--- config.mk ---
export PLATFORM = sky130hd
export DESIGN_NAME = dmem_arbiter
export DESIGN_NICKNAME = d
export VERILOG_FILES = /design/src/rtl/dmem_arbiter.sv
export SDC_FILE = /design/constraint.sdc
export NUM_CORES = 1
export LEC_CHECK = 0
export BUFFER_PORTS_ARGS = -buffer_cell sky130_fd_sc_hd__buf_2
export CORE_ASPECT_RATIO = 1.4
export CORE_UTILIZATION = 40
export CTS_BUF_LIST = sky130_fd_sc_hd__clkbuf_8
export DETAILED_ROUTE_END_ITERATION = 12
export PLACE_DENSITY = 0.81
export SLEW_MARGIN = 25
export SYNTH_ARGS = -nofsm -noshare
export SYNTH_HDL_FRONTEND = slang
export SYNTH_SLANG_ARGS = --single-unit
--- constraint.sdc ---
create_clock -name clk -period 1.6 [get_ports clk]
set_clock_uncertainty 0.05 [all_clocks]
set_input_delay 0.24 -clock clk [delete_from_list [all_inputs] [get_ports clk]]
set_output_delay 0.24 -clock clk [all_outputs]
set_load 0.01 [all_outputs]
--- src/rtl/dmem_arbiter.sv ---
// dmem_arbiter: round-robin two-requester arbiter and access sequencer for a single-port data memory
module dmem_arbiter #(
  parameter int AW = 7,
  parameter int DW = 32,
  parameter int RD_LAT = 1,
  parameter int MAX_LOCK = 4
) (
  input  logic          clk,
  input  logic          rst,
  input  logic          r0_req,
  input  logic          r0_we,
  input  logic [AW-1:0] r0_addr,
  input  logic [DW-1:0] r0_wdata,
  input  logic          r0_lock,
  output logic          r0_gnt,
  output logic          r0_rvalid,
  output logic [DW-1:0] r0_rdata,
  input  logic          r1_req,
  input  logic          r1_we,
  input  logic [AW-1:0] r1_addr,
  input  logic [DW-1:0] r1_wdata,
  input  logic          r1_lock,
  output logic          r1_gnt,
  output logic          r1_rvalid,
  output logic [DW-1:0] r1_rdata,
  output logic          mem_en,
  output logic          mem_we,
  output logic          mem_oe,
  output logic [AW-1:0] mem_addr,
  output logic [DW-1:0] mem_wdata,
  input  logic [DW-1:0] mem_rdata,
  output logic          busy
);
  localparam int LW = $clog2(MAX_LOCK + 1);
  localparam logic [1:0] WL = 2'(RD_LAT - 1);
  localparam logic [LW-1:0] ML = LW'(MAX_LOCK);
  typedef enum logic [1:0] {IDLE, ISSUE, WAIT, RESP} state_t;
  state_t state_q, state_d;
  logic we_q, we_d, id_q, id_d, ptr_q, ptr_d, own_q, own_d;
  logic [AW-1:0] addr_q, addr_d;
  logic [DW-1:0] wdata_q, wdata_d, rdata0_q, rdata0_d, rdata1_q, rdata1_d;
  logic [LW-1:0] cnt_q, cnt_d;
  logic [1:0] wcnt_q, wcnt_d;
  logic lk, glk, hold, gid, any;
  always_comb begin
    lk = ptr_q ? r1_lock : r0_lock;
    hold = own_q && lk && cnt_q < ML;
    gid = (r0_req && r1_req) ? (hold ? ptr_q : ~ptr_q) : r1_req;
    any = !rst && state_q == IDLE && (r0_req || r1_req);
    glk = gid ? r1_lock : r0_lock;
    r0_gnt = any && !gid;
    r1_gnt = any && gid;
    state_d = state_q;
    we_d = we_q;
    id_d = id_q;
    ptr_d = ptr_q;
    own_d = own_q;
    addr_d = addr_q;
    wdata_d = wdata_q;
    rdata0_d = rdata0_q;
    rdata1_d = rdata1_q;
    cnt_d = cnt_q;
    wcnt_d = wcnt_q;
    unique case (state_q)
      IDLE: if (any) begin
        state_d = ISSUE;
        id_d = gid;
        we_d = gid ? r1_we : r0_we;
        addr_d = gid ? r1_addr : r0_addr;
        wdata_d = gid ? r1_wdata : r0_wdata;
        ptr_d = gid;
        own_d = 1'b1;
        cnt_d = !glk ? '0 : (own_q && gid == ptr_q) ? (cnt_q == ML ? cnt_q : cnt_q + 1'b1) : LW'(1);
      end
      ISSUE: begin
        state_d = we_q ? IDLE : WAIT;
        wcnt_d = '0;
      end
      WAIT: begin
        state_d = wcnt_q == WL ? RESP : WAIT;
        wcnt_d = wcnt_q + 2'd1;
        rdata0_d = (wcnt_q == WL && !id_q) ? mem_rdata : rdata0_q;
        rdata1_d = (wcnt_q == WL && id_q) ? mem_rdata : rdata1_q;
      end
      RESP: state_d = IDLE;
    endcase
    mem_en = state_q == ISSUE;
    mem_we = mem_en && we_q;
    mem_oe = mem_en && !we_q;
    mem_addr = mem_en ? addr_q : '0;
    mem_wdata = mem_en ? wdata_q : '0;
    r0_rvalid = state_q == RESP && !id_q;
    r1_rvalid = state_q == RESP && id_q;
    r0_rdata = rdata0_q;
    r1_rdata = rdata1_q;
    busy = state_q != IDLE;
  end
  always_ff @(posedge clk) begin
    if (rst) begin
      state_q <= IDLE;
      we_q <= 1'b0;
      id_q <= 1'b0;
      ptr_q <= 1'b1;
      own_q <= 1'b0;
      addr_q <= '0;
      wdata_q <= '0;
      rdata0_q <= '0;
      rdata1_q <= '0;
      cnt_q <= '0;
      wcnt_q <= '0;
    end else begin
      state_q <= state_d;
      we_q <= we_d;
      id_q <= id_d;
      ptr_q <= ptr_d;
      own_q <= own_d;
      addr_q <= addr_d;
      wdata_q <= wdata_d;
      rdata0_q <= rdata0_d;
      rdata1_q <= rdata1_d;
      cnt_q <= cnt_d;
      wcnt_q <= wcnt_d;
    end
  end
endmodule

======== Word-level counts from Yosys, hierarchy flattened ========
Cells that the tools add are included.
storage, ports and cells
  register bits after elaboration ......... 114
cells by class
  $add $sub $neg .......................... 2
  magnitude comparators ................... 1
  eq/ne operators ......................... 7
  mux-type cells .......................... 17
  bitwise gates (word level) .............. 1
  reductions and logical operators ........ 27
operators by type and width
  cell                   number
  $mux W32               2
  $logic_and A1 B1 Y1    14
  $mux W7                2
  $mux W3                3
  $pmux W2 S4            1
  $mux W1                6
  $reduce_and A2 Y1      3
  $eq A2 B2 Y1 const B   2
  $logic_not A1 Y1       4
  $logic_not A2 Y1       2
  $mux W2                2
  $pmux W2 S2            1
  $reduce_bool A2 Y1     2
  $add A3 B1 Y3 const B  1
  $eq A3 B3 Y1 const B   1
  $lt A3 B3 Y1 const B   1
  $ne A3 B3 Y1 const B   1
  $reduce_and A3 Y1      1
  $add A2 B1 Y2 const B  1
  $eq A2 B1 Y1 const B   1
  $ne A2 B2 Y1 const B   1
  $eq A1 B1 Y1           1
  $logic_or A1 B1 Y1     1
  $not A1 Y1             1

======== Longest topological paths before layout ========
Gate-level depths: netlist of run 1.
  depth after elaboration ................. 9
  depth in mapped cells ................... 8
  depth with buffers taken out ............ 7

======== Least setup slack after synthesis of run 1 ========
OpenSTA, ideal clock, no wires.
  path kind ............................... flip-flop to output port
  start point ............................. reg state_q[0]
  end point ............................... out r1_gnt
  arrival ................................. 1.576 ns
  data required time ...................... 1.310 ns
  slack ................................... -0.266 ns
  cell stages (with the launch flop) ...... 8
  cell sequence ........................... dfxtp_1 -> inv_1 -> ha_1 -> inv_1 -> or3_1 -> buf_2 -> buf_2 -> nor2_1
on the way
  word-level cells in the longest chain between the ends .. 4
ends and longest elaborated chain
  item                              line  text
  from (decl)                       38    state_t state_q, state_d;
  from (signal assigned)            112   state_q <= state_d;
  $logic_not A2 Y1                  49    any = !rst && state_q == IDLE && (r0_req || r1_req);
  $logic_and A1 B1 Y1 (2 in a row)  49
  $logic_and A1 B1 Y1               52    r1_gnt = any && gid;
  to (decl)                         23    output logic r1_gnt,
No other way between the ends.

======== Worst setup path in the final report of run 1 ========
  start point ............................. reg cnt_q[2]
  end point ............................... out r1_gnt
on the way
  word-level cells in the longest chain between the ends .. 5
ends and longest elaborated chain
  item                    line  text
  from (decl)             42    logic [LW-1:0] cnt_q, cnt_d;
  from (signal assigned)  121   cnt_q <= cnt_d;
  $lt A3 B3 Y1            47    hold = own_q && lk && cnt_q < ML;
  $logic_and A1 B1 Y1     47
  $mux W1 (2 in a row)    48    gid = (r0_req && r1_req) ? (hold ? ptr_q : ~ptr_q) : r1_req;
  $logic_and A1 B1 Y1     52
No other way between the ends.

==> metrics.md, run 1 <==
| Metric | Value |
|---|---|
| Outcome | `complete, but fails checks` |
| Failing checks | `negative setup slack` |
| Hold WS | `0.0271 ns` |
| Clock transition at path regs | `0.08 ns` |
| Critical setup path kind | `flop to output pin` |
| Nets | `1094` |
| Total Routing Usage GR | `26.9%` |
| Syn Nets | `763` |
| Number of synthesized flops with an enable pin | `0` |
| Synth warn | `0` |
| Startpoint types | `flop` |
| Final Critical Period | `2.04 ns` |
| Worst Path Arrival | `1.75 ns` |
| Max-Cap Viols | `0` |
| I/O Buffers | `228` |
| Pre-CTS setup slack | `-0.109 ns` |
| Clock sink count | `114` |
| Share of cells above drive strength 1 | `47.9%` |
| Post-synth top flop | `dfxtp_1` |
| Worst skew pair latency | `0.42 ns` |
| Setup TNS | `-23.64 ns` |
| Drt wl/cell | `21.3 um` |
| Initial antenna violation count | `3` |
| Cells after DPL | `1003` |
| Largest cells by area after synthesis | `dfxtp_1 (46%), nand2_1 (13%), a21oi_1 (10%)` |
| P per Cell Area | `958 nW/um^2` |
| Vias per cell | `5.69` |
| Dpl hpwl | `10000 um` |
| Fmax | `490 MHz` |
| Pwr Total | `8.50 mW` |
| TritonCTS clock tree | `yes` |
| Largest area contributor in the netlist | `dfxtp_1` |
| Worst slew pin tran | `0.745 ns` |
| Peak VDD IR | `0.000599 V` |
| Slew Limit Fails | `0` |
| Antenna violation net count after detailed routing | `0` |
| First-pass GRT wire length | `26400 um` |
| RSZ-0062 raised after global routing | `yes` |
| Worst EP required | `1.31 ns` |
| Io pins | `229` |
| Reg2Reg Setup Slack | `-0.41 ns` |
| Final GP Congestion | `0.831` |
| Rows | `47` |
| Hold WC Path Type | `primary input to flop` |
| Core footprint | `11900 um^2` |
| Mean Syn Cell Area | `7.78 um^2` |
| Final hold vios | `0` |
| Chip height | `134 um` |
| Sequential fraction of the synthesis area | `46.1%` |
| Vias in the first global route | `5604` |
| Die area | `12800 um^2` |
| Number of remaining DRC errors | `0` |
| CTS H-tree lvls | `4` |
| Ys async rst share | `0%` |
| Final std cells w/o fill | `1130` |
| Post-synthesis cell area | `4950 um^2` |
| Leakage | `3.90 nW` |
| Yosys cell types | `36` |
| Clock Tree Buf Depth | `2` |
| Inserted Clock Buffers | `17` |
| Period utilization | `127%` |
| Fin util | `74.3%` |
| Area delta synth->final | `79.1%` |
| Largest net degree at the start of global routing | `54` |
| Slew HR | `50.3%` |
| Post-synth top area share | `46.1%` |
| Via count | `6430` |
| Final Instance Area | `8870 um^2` |
| Fillers | `707` |
| CTS Root Cell | `clkbuf_8` |
| Total wire length | `24100 um` |
| Seq cells post-synth | `114` |
| CP max FO | `6` |
| Starting density of the core | `41.5%` |
| Crit end category | `output pin` |
| Final setup violating endpoints | `92` |
| Cells after Synth | `637` |
| Placed cell area | `6500 um^2` |
| Die X | `96.1 um` |
| Drt pass-1 iters | `5` |
| DRT iter0 DRCs | `438` |
| Final WS setup | `-0.439 ns` |
| Global route overflow | `0` |
layout by cell type, fill, tap and decap left out, types with 3 or more instances in the layout:
master and instances:
buf_4 36, inv_1 6, clkinv_4 3, nand2_4 4
clkinvlp_4 3, buf_16 5, nand2b_1 6, nand2_1 163
clkbuf_8 18, and2_1 4, buf_12 10, a211oi_1 19
ha_4 3, dfxtp_1 111, buf_8 4, dlygate4sd3_1 54
clkbuf_16 11, a21oi_1 75, buf_6 53, nor2_1 46
a211oi_2 23, ha_1 3, a21oi_4 11, inv_2 3
and2_4 38, inv_6 4, a21oi_2 26, nand2_2 8
nand3_1 3, buf_2 188, o21ai_0 4
power breakdown:
part | total [mW] | leakage (nW) | switching, mW | internal, mW
Sequential | 3.14 | 0.929 | 0.134 | 3.01
Clock | 2.79 | 0.196 | 1.35 | 1.45
Combinational | 2.56 | 2.77 | 1.30 | 1.26
cell families (layout without fill, tap and decap cells):
family	count (synthesis)	in the layout	share of synthesized area (%)
compound gates	168	168	21.3
mux	1	1	0.202
other cells	0	2	0
fa+ha+maj	8	8	2.02
simple gates	287	287	25.1
flops	114	114	46.1
buf+inv	59	403	5.35
metal layers:
metal | wire [um] | track usage (%) | share of wire (%) | vias up
met2 | 11500 | 49.4 | 48 | 546
li1 | - | - | - | 2787
met4 | 1760 | 15.9 | 7.3 | 2
met3 | 2950 | 8.05 | 12 | 160
met1 | 7880 | 25.2 | 33 | 2935
met5 | 13 | 0 | 0.054 | -
final cells by class:
class	count	area, um^2	share of cell area [%]
Clock buffer	18	248	2.79
Multi-Input combinational cell	464	2910	32.7
Tap cell	147	184	2.07
Sequential cell	114	2290	25.8
Antenna cell	2	5.00	0.0564
Timing Repair Buffer	362	3050	34.4
Inverter	9	33.8	0.381
Clock inverter	14	154	1.73
state kept, by name, indices dropped and copies added (netlist names), named ones only:
| signal | cells |
|---|---|
| r1_rdata | 32 |
| r0_rdata | 32 |
| id_q | 1 |
| addr_q | 7 |
| wdata_q | 32 |
| state_q | 1 |
| own_q | 1 |
| we_q | 1 |
| wcnt_q | 2 |
| ptr_q | 1 |
| cnt_q | 3 |
worst max-delay path, stage by stage, from the launching register on:
cell,delay (ns)
dfxtp_4,0.37
and3b_1,0.25
o22a_1,0.22
nand2_2,0.10
buf_6,0.15
nor2_4,0.13
buf_6,0.11
Yosys cell counts, types with 2 or more instances:
| library cell | instances |
|---|---|
| nand2_1 | 175 |
| dfxtp_1 | 114 |
| a21oi_1 | 103 |
| nor2_1 | 48 |
| and2_1 | 42 |
| clkbuf_1 | 36 |
| a211oi_1 | 33 |
| a211oi_2 | 9 |
| a21oi_2 | 9 |
| inv_1 | 9 |
| buf_2 | 8 |
| ha_1 | 8 |
| nand2b_1 | 6 |
| buf_6 | 4 |
| nand3_1 | 4 |
| o21ai_0 | 4 |
| nor2b_1 | 3 |
| a21o_1 | 2 |
| nand3b_1 | 2 |
| o21a_1 | 2 |
timing repair:
item                                    CTS  global route
endpoints found under the hold margin    74             0
hold buffers                             54             0
setup buffers                             8            14
gates resized for setup                  33           166
cloned                                    7            15
endpoints found under the setup margin   97           149
pin swaps                                23            44
path summary, 6_finish.rpt:
path,from,end,depth (start not counted)
worst max-delay path,cnt_q[2]$_SDFFE_PP0P_,r1_gnt,6
worst min-delay path,r0_addr[4],addr_q[4]$_SDFFE_PP0P_,3
worst max register to register,cnt_q[2]$_SDFFE_PP0P_,wdata_q[23]$_SDFFE_PP0P_,7
worst min register to register,r0_rdata[25]$_SDFFE_PP0P_,r0_rdata[25]$_SDFFE_PP0P_,2
Power figures use the tool's default switching activity.
==> inputs of run 2 (changes only) <==
--- a/config.mk
+++ b/config.mk
@@ -6,11 +6,12 @@
 export NUM_CORES = 1
 export LEC_CHECK = 0
 export BUFFER_PORTS_ARGS = -buffer_cell sky130_fd_sc_hd__buf_2
+export CAP_MARGIN = 20
 export CORE_ASPECT_RATIO = 1.4
 export CORE_UTILIZATION = 40
 export CTS_BUF_LIST = sky130_fd_sc_hd__clkbuf_8
 export DETAILED_ROUTE_END_ITERATION = 12
-export PLACE_DENSITY = 0.81
+export PLACE_DENSITY = 0.73
 export SLEW_MARGIN = 25
 export SYNTH_ARGS = -nofsm -noshare
 export SYNTH_HDL_FRONTEND = slang
==> run 2 against run 1 <==
The flow still finishes with violations (negative setup slack). Die area is the same. Highest routed layer is now met4. Largest power group unchanged. Largest cell class unchanged. Sequential power is essentially flat. Sequential share of layout area shrank 0.83 points.
==> metrics.md, run 2 (synthesis results as in run 1) <==
| Metric | Value |
|---|---|
| Sequential share of power | `35.9% (-1.1 points)` |
| Outcome | `complete, but fails checks` |
| Setup TNS | `-28.51 ns (-4.87 ns)` |
| Clock transition at path regs | `0.08 ns (about the same)` |
| Period utilization | `130% (+2.3 points)` |
| Vias in the first global route | `5657 (+0.95%)` |
| Switching pwr | `2.96 mW (+6.4%)` |
| Initial antenna violation count | `0 (-3)` |
| Vias per cell | `5.64 (-0.88%)` |
| Rows | `47 (unchanged)` |
| Crit end category | `flop` |
| Die X | `96.1 um (unchanged)` |
| RSZ-0062 raised after global routing | `yes` |
| Total Routing Usage GR | `26.9% (+0.047 points)` |
| Worst EP required | `1.83 ns (+0.52 ns)` |
| I/O Buffers | `228 (unchanged)` |
| Inserted Clock Buffers | `17 (unchanged)` |
| Pre-CTS setup slack | `-0.111 ns (-0.00215 ns)` |
| CTS H-tree lvls | `4 (unchanged)` |
| Final hold vios | `0 (unchanged)` |
| Antenna violation net count after detailed routing | `0 (unchanged)` |
| Clock Tree Buf Depth | `2 (unchanged)` |
| Worst setup path endpoint | `wdata_q[5]$_SDFFE_PP0P_` |
| Worst slew pin tran | `0.537 ns (-0.208 ns)` |
| Worst reg-to-reg path cell count | `10 (+3)` |
| Area delta synth->final | `85.1%` |
| Nets | `1088 (-0.55%)` |
| Startpoint types | `flop` |
| Leakage | `3.97 nW (+2.0%)` |
| Combinational share of power | `32.9% (+2.7 points)` |
| Pwr Total | `8.82 mW (+3.8%)` |
| Slew Limit Fails | `0 (unchanged)` |
| Drt pass-1 iters | `4 (-1)` |
| Worst Path Arrival | `2.31 ns (+0.56 ns)` |
| CTS Root Cell | `clkbuf_8` |
| Max-Cap Viols | `0 (unchanged)` |
| Largest net degree at the start of global routing | `64 (+19%)` |
| Cells after DPL | `998 (-0.50%)` |
| Diodes inserted | `0 (-2)` |
| Slew HR | `63.8% (+13 points)` |
| Peak VDD IR | `0.000622 V (+3.9%)` |
| Final setup violating endpoints | `93 (+1.1%)` |
| CP max FO | `5 (-1)` |
| Worst skew pair latency | `0.43 ns (about the same)` |
| Number of remaining DRC errors | `0 (unchanged)` |
| Final WS setup | `-0.475 ns (-0.0364 ns)` |
| Reg2Reg Setup Slack | `-0.48 ns (-0.07 ns)` |
| TritonCTS clock tree | `yes` |
| Final Critical Period | `2.08 ns (+0.0364 ns)` |
| Chip height | `134 um (unchanged)` |
| Most frequent cells in the layout | `buf_2 (181), nand2_1 (172), dfxtp_1 (109), a21oi_1 (73), buf_6 (56)` |
| Failing checks | `negative setup slack` |
| Io pins | `229 (unchanged)` |
| Int Pwr | `5.86 mW (+2.6%)` |
| Via count | `6328 (-1.6%)` |
| First-pass GRT wire length | `26700 um (+1.2%)` |
| Most common cell after layout, fill and taps aside | `buf_2` |
| RR Startpoint | `state_q[0]$_SDFFE_PP0P_` |
| Clock Power Share | `31.2% (-1.7 points)` |
| Dpl hpwl | `10000 um (-0.10%)` |
| P per Cell Area | `962 nW/um^2 (+0.48%)` |
| Total wire length | `25700 um (+6.7%)` |
| Fmax | `482 MHz (-1.8%)` |
| Die area | `12800 um^2 (unchanged)` |
| Starting density of the core | `41.5% (unchanged)` |
| Final GP Congestion | `0.839 (+0.99%)` |
| Core footprint | `11900 um^2 (unchanged)` |
| Global route overflow | `0 (unchanged)` |
| Critical setup path kind | `flop to flop` |
| DRT iter0 DRCs | `451 (+3.0%)` |
| Switching part of the total | `33.6% (+0.82 points)` |
| Hold WC Path Type | `primary input to flop` |
| Clock sink count | `114 (unchanged)` |
| Share of cells above drive strength 1 | `50.9% (+3.0 points)` |
| Reg2reg end | `wdata_q[5]$_SDFFE_PP0P_` |
| Drt wl/cell | `22.9 um (+7.4%)` |
| CP Launch Point | `state_q[0]$_SDFFE_PP0P_` |
| Final std cells w/o fill | `1122 (-0.71%)` |
-- run 2: cell count changes in the layout (fill, tap and decap cells not counted), sizes merged --
cell / previous run / this run
bufbuf: 1 / 0
diode: 2 / 0
clkbuf: 29 / 31
dlygate4sd3: 54 / 43
inv: 13 / 11
clkinvlp: 3 / 5
buf: 296 / 299
clkinv: 5 / 6
-- run 2: critical path, stage by stage, from the launching register on --
cell	delay, ns
dfxtp_2	0.33
inv_2	0.08
ha_4	0.15
inv_2	0.04
buf_4	0.13
buf_6	0.12
nor3_4	0.20
buf_6	0.20
buf_6	0.14
nor2_1	0.05
a211oi_1	0.44
-- run 2: power groups by stage --
stage	Sequential (mW)	Combinational (mW)	Clock [mW]
after floorplan	3.16	0.806	0
after global placement	3.15	1.39	0
after detailed placement	3.16	1.41	0
after CTS	3.10	1.93	2.75
after global routing	3.17	3.03	2.91
final	3.17	2.91	2.75
-- run 2: what timing repair did --
action                                  CTS  global route
endpoints found under the setup margin   89           157
resized for setup                        50           194
buffers inserted                         13            18
gates cloned                              9            16
hold buffers                             41             2
pin swaps                                11            89
endpoints found under the hold margin    54             2
-- run 2: area by class of cell --
type                            count  area, um^2
Fill cell                         701        2770
Sequential cell                   114        2290
Clock inverter                     15         160
Multi-Input combinational cell    464        3070
Timing Repair Buffer              356        3200
Tap cell                          147         184
Clock buffer                       17         234
Inverter                            9        33.8
-- run 2: worst min path at each step --
| stage | start | to | slack (ns) | cells after the start |
|---|---|---|---|---|
| after floorplan | mem_rdata[0] | r0_rdata[0]$_SDFFE_PP0P_ | 0.33 | 2 |
| final | r0_addr[0] | addr_q[0]$_SDFFE_PP0P_ | 0.02 | 3 |
| after detailed placement | r1_rdata[15]$_SDFFE_PP0P_ | r1_rdata[15]$_SDFFE_PP0P_ | 0.39 | 2 |
| after CTS | mem_rdata[20] | r1_rdata[20]$_SDFFE_PP0P_ | 0.0002 | 3 |
| after global routing | mem_rdata[27] | r0_rdata[27]$_SDFFE_PP0P_ | 0.001 | 3 |
| after global placement | r0_rdata[15]$_SDFFE_PP0P_ | r0_rdata[15]$_SDFFE_PP0P_ | 0.39 | 2 |
-- run 2: metal layers --
metal	global-route usage (%)	vias up	wire length, um
met5	0	-	0
met4	13.1	0	1880
met3	8.90	135	3000
met2	49.3	491	12200
met1	26.2	2927	8580
li1	-	2775	-
-- run 2: stage by stage --
| stage | instance area, um^2 | hold WS [ns] | util [%] |
|---|---|---|---|
| 3_5_place_dp | 6530 | 0.393 | 54.7 |
| 2_1_floorplan | 5000 | 0.326 | - |
| 3_3_place_gp | 6530 | 0.388 | 54.7 |
| 4_1_cts | 7890 | 0.000234 | 66.1 |
| 6_report | 9170 | 0.0164 | 76.8 |
| 5_1_grt | 9170 | 0.00116 | 76.8 |
==> inputs of run 3 (changes only) <==
--- a/config.mk
+++ b/config.mk
@@ -7,11 +7,11 @@
 export LEC_CHECK = 0
 export BUFFER_PORTS_ARGS = -buffer_cell sky130_fd_sc_hd__buf_2
 export CAP_MARGIN = 20
-export CORE_ASPECT_RATIO = 1.4
-export CORE_UTILIZATION = 40
+export CORE_UTILIZATION = 44
 export CTS_BUF_LIST = sky130_fd_sc_hd__clkbuf_8
 export DETAILED_ROUTE_END_ITERATION = 12
-export PLACE_DENSITY = 0.73
+export PLACE_DENSITY = 0.79
+export SKIP_CTS_REPAIR_TIMING = 1
 export SLEW_MARGIN = 25
 export SYNTH_ARGS = -nofsm -noshare
 export SYNTH_HDL_FRONTEND = slang
==> run 3 against run 2 <==
Non-clock buffer count decreased by 24. The flow finishes with violations (negative hold slack, negative setup slack). Hold slack got worse by 0.022 ns. Combinational power decreased by 26%. Die area decreased by 9.0%. Clock power increased by 8.4%. Fmax increased by 1.5%. Setup slack improved by 0.031 ns. Cell count decreased by 2.8%. Largest cell class is now multi-input gates. Power decreased by 6.6%.
==> metrics.md, run 3 (synthesis results as in run 1) <==
| Metric | Value |
|---|---|
| Outcome | `complete, but fails checks` |
| Failing checks | `negative hold slack, negative setup slack` |
| Initial antenna violation count | `0 (unchanged)` |
| P per Cell Area | `1010 nW/um^2 (+4.5%)` |
| Combinational share of power | `25.9% (-7.0 points)` |
| Rows | `38 (-19%)` |
| Dpl hpwl | `9700 um (-3.1%)` |
| Grt peak-use layer | `met2` |
| DRT iter0 DRCs | `394 (-13%)` |
| Largest net degree at the start of global routing | `44 (-31%)` |
| Global-route met3 utilization | `6.39% (-2.5 points)` |
| Fin util | `75.3% (-1.5 points)` |
| Drt wl/cell | `17.6 um (-23%)` |
| Period utilization | `128% (-1.9 points)` |
| Slew HR | `61.8% (-2.0 points)` |
| I/O Buffers | `228 (unchanged)` |
| FF+latch area | `2290 um^2 (unchanged)` |
| Share of cells above drive strength 1 | `45.8% (-5.0 points)` |
| Global route overflow | `0 (unchanged)` |
| Total wire length | `19300 um (-25%)` |
| Total Routing Usage GR | `23.6% (-3.3 points)` |
| Die X | `108 um (+13%)` |
| Final setup violating endpoints | `92 (-1.1%)` |
| Worst EP required | `1.31 ns (-0.52 ns)` |
| Reg2Reg Setup Slack | `-0.27 ns (+0.21 ns)` |
| Slew Limit Fails | `0 (unchanged)` |
| Critical setup path kind | `flop to output pin` |
| Met2 Usage GRT | `39.8% (-9.5 points)` |
| Vias in the first global route | `4703 (-17%)` |
| Hold path start | `r0_wdata[21]` |
| Worst reg-to-reg path cell count | `10 (unchanged)` |
| Nets | `1064 (-2.2%)` |
| Clock Power Share | `36.2% (+5.0 points)` |
| Setup TNS | `-19.77 ns (+8.74 ns)` |
| Core footprint | `10900 um^2 (-8.8%)` |
| Most common cell after layout, fill and taps aside | `buf_2` |
| Diodes inserted | `0 (unchanged)` |
| Fmax | `489 MHz (+1.5%)` |
| Fillers | `709 (+1.1%)` |
| Clock Tree Buf Depth | `2 (unchanged)` |
| Cell breakdown of the critical path | `and3b_1 > o22a_1 > and2_4 > buf_12 > nor2_4 > buf_6` |
| Worst path slowest cell | `dfxtp_2` |
| Peak VDD IR | `0.000708 V (+14%)` |
| Clock transition at path regs | `0.09 ns (about the same)` |
| Io pins | `229 (unchanged)` |
| Multi-input gate area | `2840 um^2 (-7.5%)` |
| Pre-CTS setup slack | `-0.121 ns (-0.0101 ns)` |
| Vias per cell | `5.46 (-3.2%)` |
| WP buf/inv | `2 (-4)` |
| Worst Path Arrival | `1.75 ns (-0.56 ns)` |
| Crit path max-delay family | `simple AND/OR/NAND/NOR gates` |
| Leakage | `3.64 nW (-8.5%)` |
| Cells after DPL | `994 (-0.40%)` |
| Met1 usage | `27.7% (+1.5 points)` |
| Final Critical Period | `2.04 ns (-0.0306 ns)` |
| RSZ-0062 raised after global routing | `yes` |
| First-pass GRT wire length | `21800 um (-19%)` |
| Startpoint types | `flop` |
| Final std cells w/o fill | `1091 (-2.8%)` |
| Antenna violation net count after detailed routing | `0 (unchanged)` |
| Sequential share of power | `37.8% (+1.9 points)` |
| Final hold vios | `1 (+1)` |
| Pwr Total | `8.24 mW (-6.6%)` |
| Inserted Clock Buffers | `17 (unchanged)` |
| Most frequent cells in the layout | `buf_2 (219), nand2_1 (172), dfxtp_1 (109), a21oi_1 (60), nor2_1 (46)` |
| Worst slew pin tran | `0.573 ns (+0.0362 ns)` |
| CTS Root Cell | `clkbuf_8` |
| TritonCTS clock tree | `yes` |
| CTS H-tree lvls | `4 (unchanged)` |
| Max-Cap Viols | `0 (unchanged)` |
| Hold WC Path Type | `primary input to flop` |
| Hold WS | `-0.00543 ns (-0.0218 ns)` |
| Cell count of the worst hold path | `3 (unchanged)` |
| Number of remaining DRC errors | `0 (unchanged)` |
| CP max FO | `7 (+2)` |
| Crit end category | `output pin` |
| Placed cell area | `6470 um^2 (-0.96%)` |
| Int Pwr | `5.65 mW (-3.6%)` |
| Final GP Congestion | `0.802 (-4.5%)` |
| Die area | `11700 um^2 (-9.0%)` |
| Chip height | `108 um (-19%)` |
| Final WS setup | `-0.445 ns (+0.0306 ns)` |
| Switching pwr | `2.59 mW (-12%)` |
| Switching part of the total | `31.5% (-2.1 points)` |
| Clock sink count | `114 (unchanged)` |
| Final Instance Area | `8200 um^2 (-11%)` |
| Area delta synth->final | `65.4%` |
| Starting density of the core | `45.5% (+4.0 points)` |
| Worst skew pair latency | `0.44 ns (about the same)` |
| Drt pass-1 iters | `5 (+1)` |
| Worst path max stage delay | `0.34 ns (-0.10 ns)` |
| Reg2reg end | `wdata_q[5]$_SDFFE_PP0P_` |
| Via count | `5957 (-5.9%)` |
| Hold path endpoint | `wdata_q[21]$_SDFFE_PP0P_` |
==> run 3: cell types whose count changed in the layout (fill, tap and decap cells not counted), moves of 7 or more <==
cell / before / now
buf_6: 56 / 22
a21oi_1: 73 / 60
nor2_1: 32 / 46
buf_2: 181 / 219
a21oi_2: 24 / 40
buf_16: 7 / 0
a211oi_2: 29 / 21
nor2_4: 12 / 3
and2_1: 0 / 38
dlygate4sd3_1: 43 / 32
buf_12: 21 / 10
a211oi_1: 13 / 21
and2_4: 42 / 4
==> run 3: layout make-up <==
class | instances | share of cell area (%)
clock buffer | 17 | 2.85
clock inverter | 15 | 2.43
inverter | 9 | 0.412
multi-input combinational | 464 | 34.6
sequential | 114 | 27.9
tap | 140 | 2.14
timing repair buffer | 332 | 29.6
==> run 3: per-layer routing <==
| metal | up-vias | share of wire, % |
|---|---|---|
| li1 | 2726 | - |
| met1 | 2768 | 36 |
| met2 | 368 | 51 |
| met3 | 95 | 8.1 |
| met4 | 0 | 5.4 |
| met5 | - | 0 |
==> run 3: how the worst max path moves through the flow <==
| stage | from | end | slack [ns] | depth (start not counted) |
|---|---|---|---|---|
| finish | cnt_q[2]$_SDFFE_PP0P_ | r0_gnt | -0.44 | 6 |
| global route | cnt_q[2]$_SDFFE_PP0P_ | r0_gnt | -0.52 | 6 |
| CTS | state_q[0]$_SDFFE_PP0P_ | r0_gnt | -0.59 | 7 |
| detailed placement | state_q[0]$_SDFFE_PP0P_ | wdata_q[4]$_SDFFE_PP0P_ | -0.12 | 8 |
| global placement | state_q[0]$_SDFFE_PP0P_ | addr_q[4]$_SDFFE_PP0P_ | -0.09 | 8 |
| floorplan | state_q[0]$_SDFFE_PP0P_ | r0_rdata[10]$_SDFFE_PP0P_ | -0.006 | 8 |
==> run 3: worst min-delay path: cells and delay by family <==
| kind | cells | cell delay (ns) |
|---|---|---|
| AND/OR/NAND/NOR | 1 | 0.05 |
| AO/OA/AOI/OAI | 1 | 0.06 |
| buffers and inverters | 1 | 0.10 |
==> run 3: power groups by stage <==
stage	registers [mW]	logic, mW	clock network, mW
finish	3.12	2.14	2.98
global route	3.13	2.26	3.15
CTS	3.10	1.38	2.99
detailed placement	3.16	1.37	0
global placement	3.15	1.36	0
floorplan	3.16	0.806	0
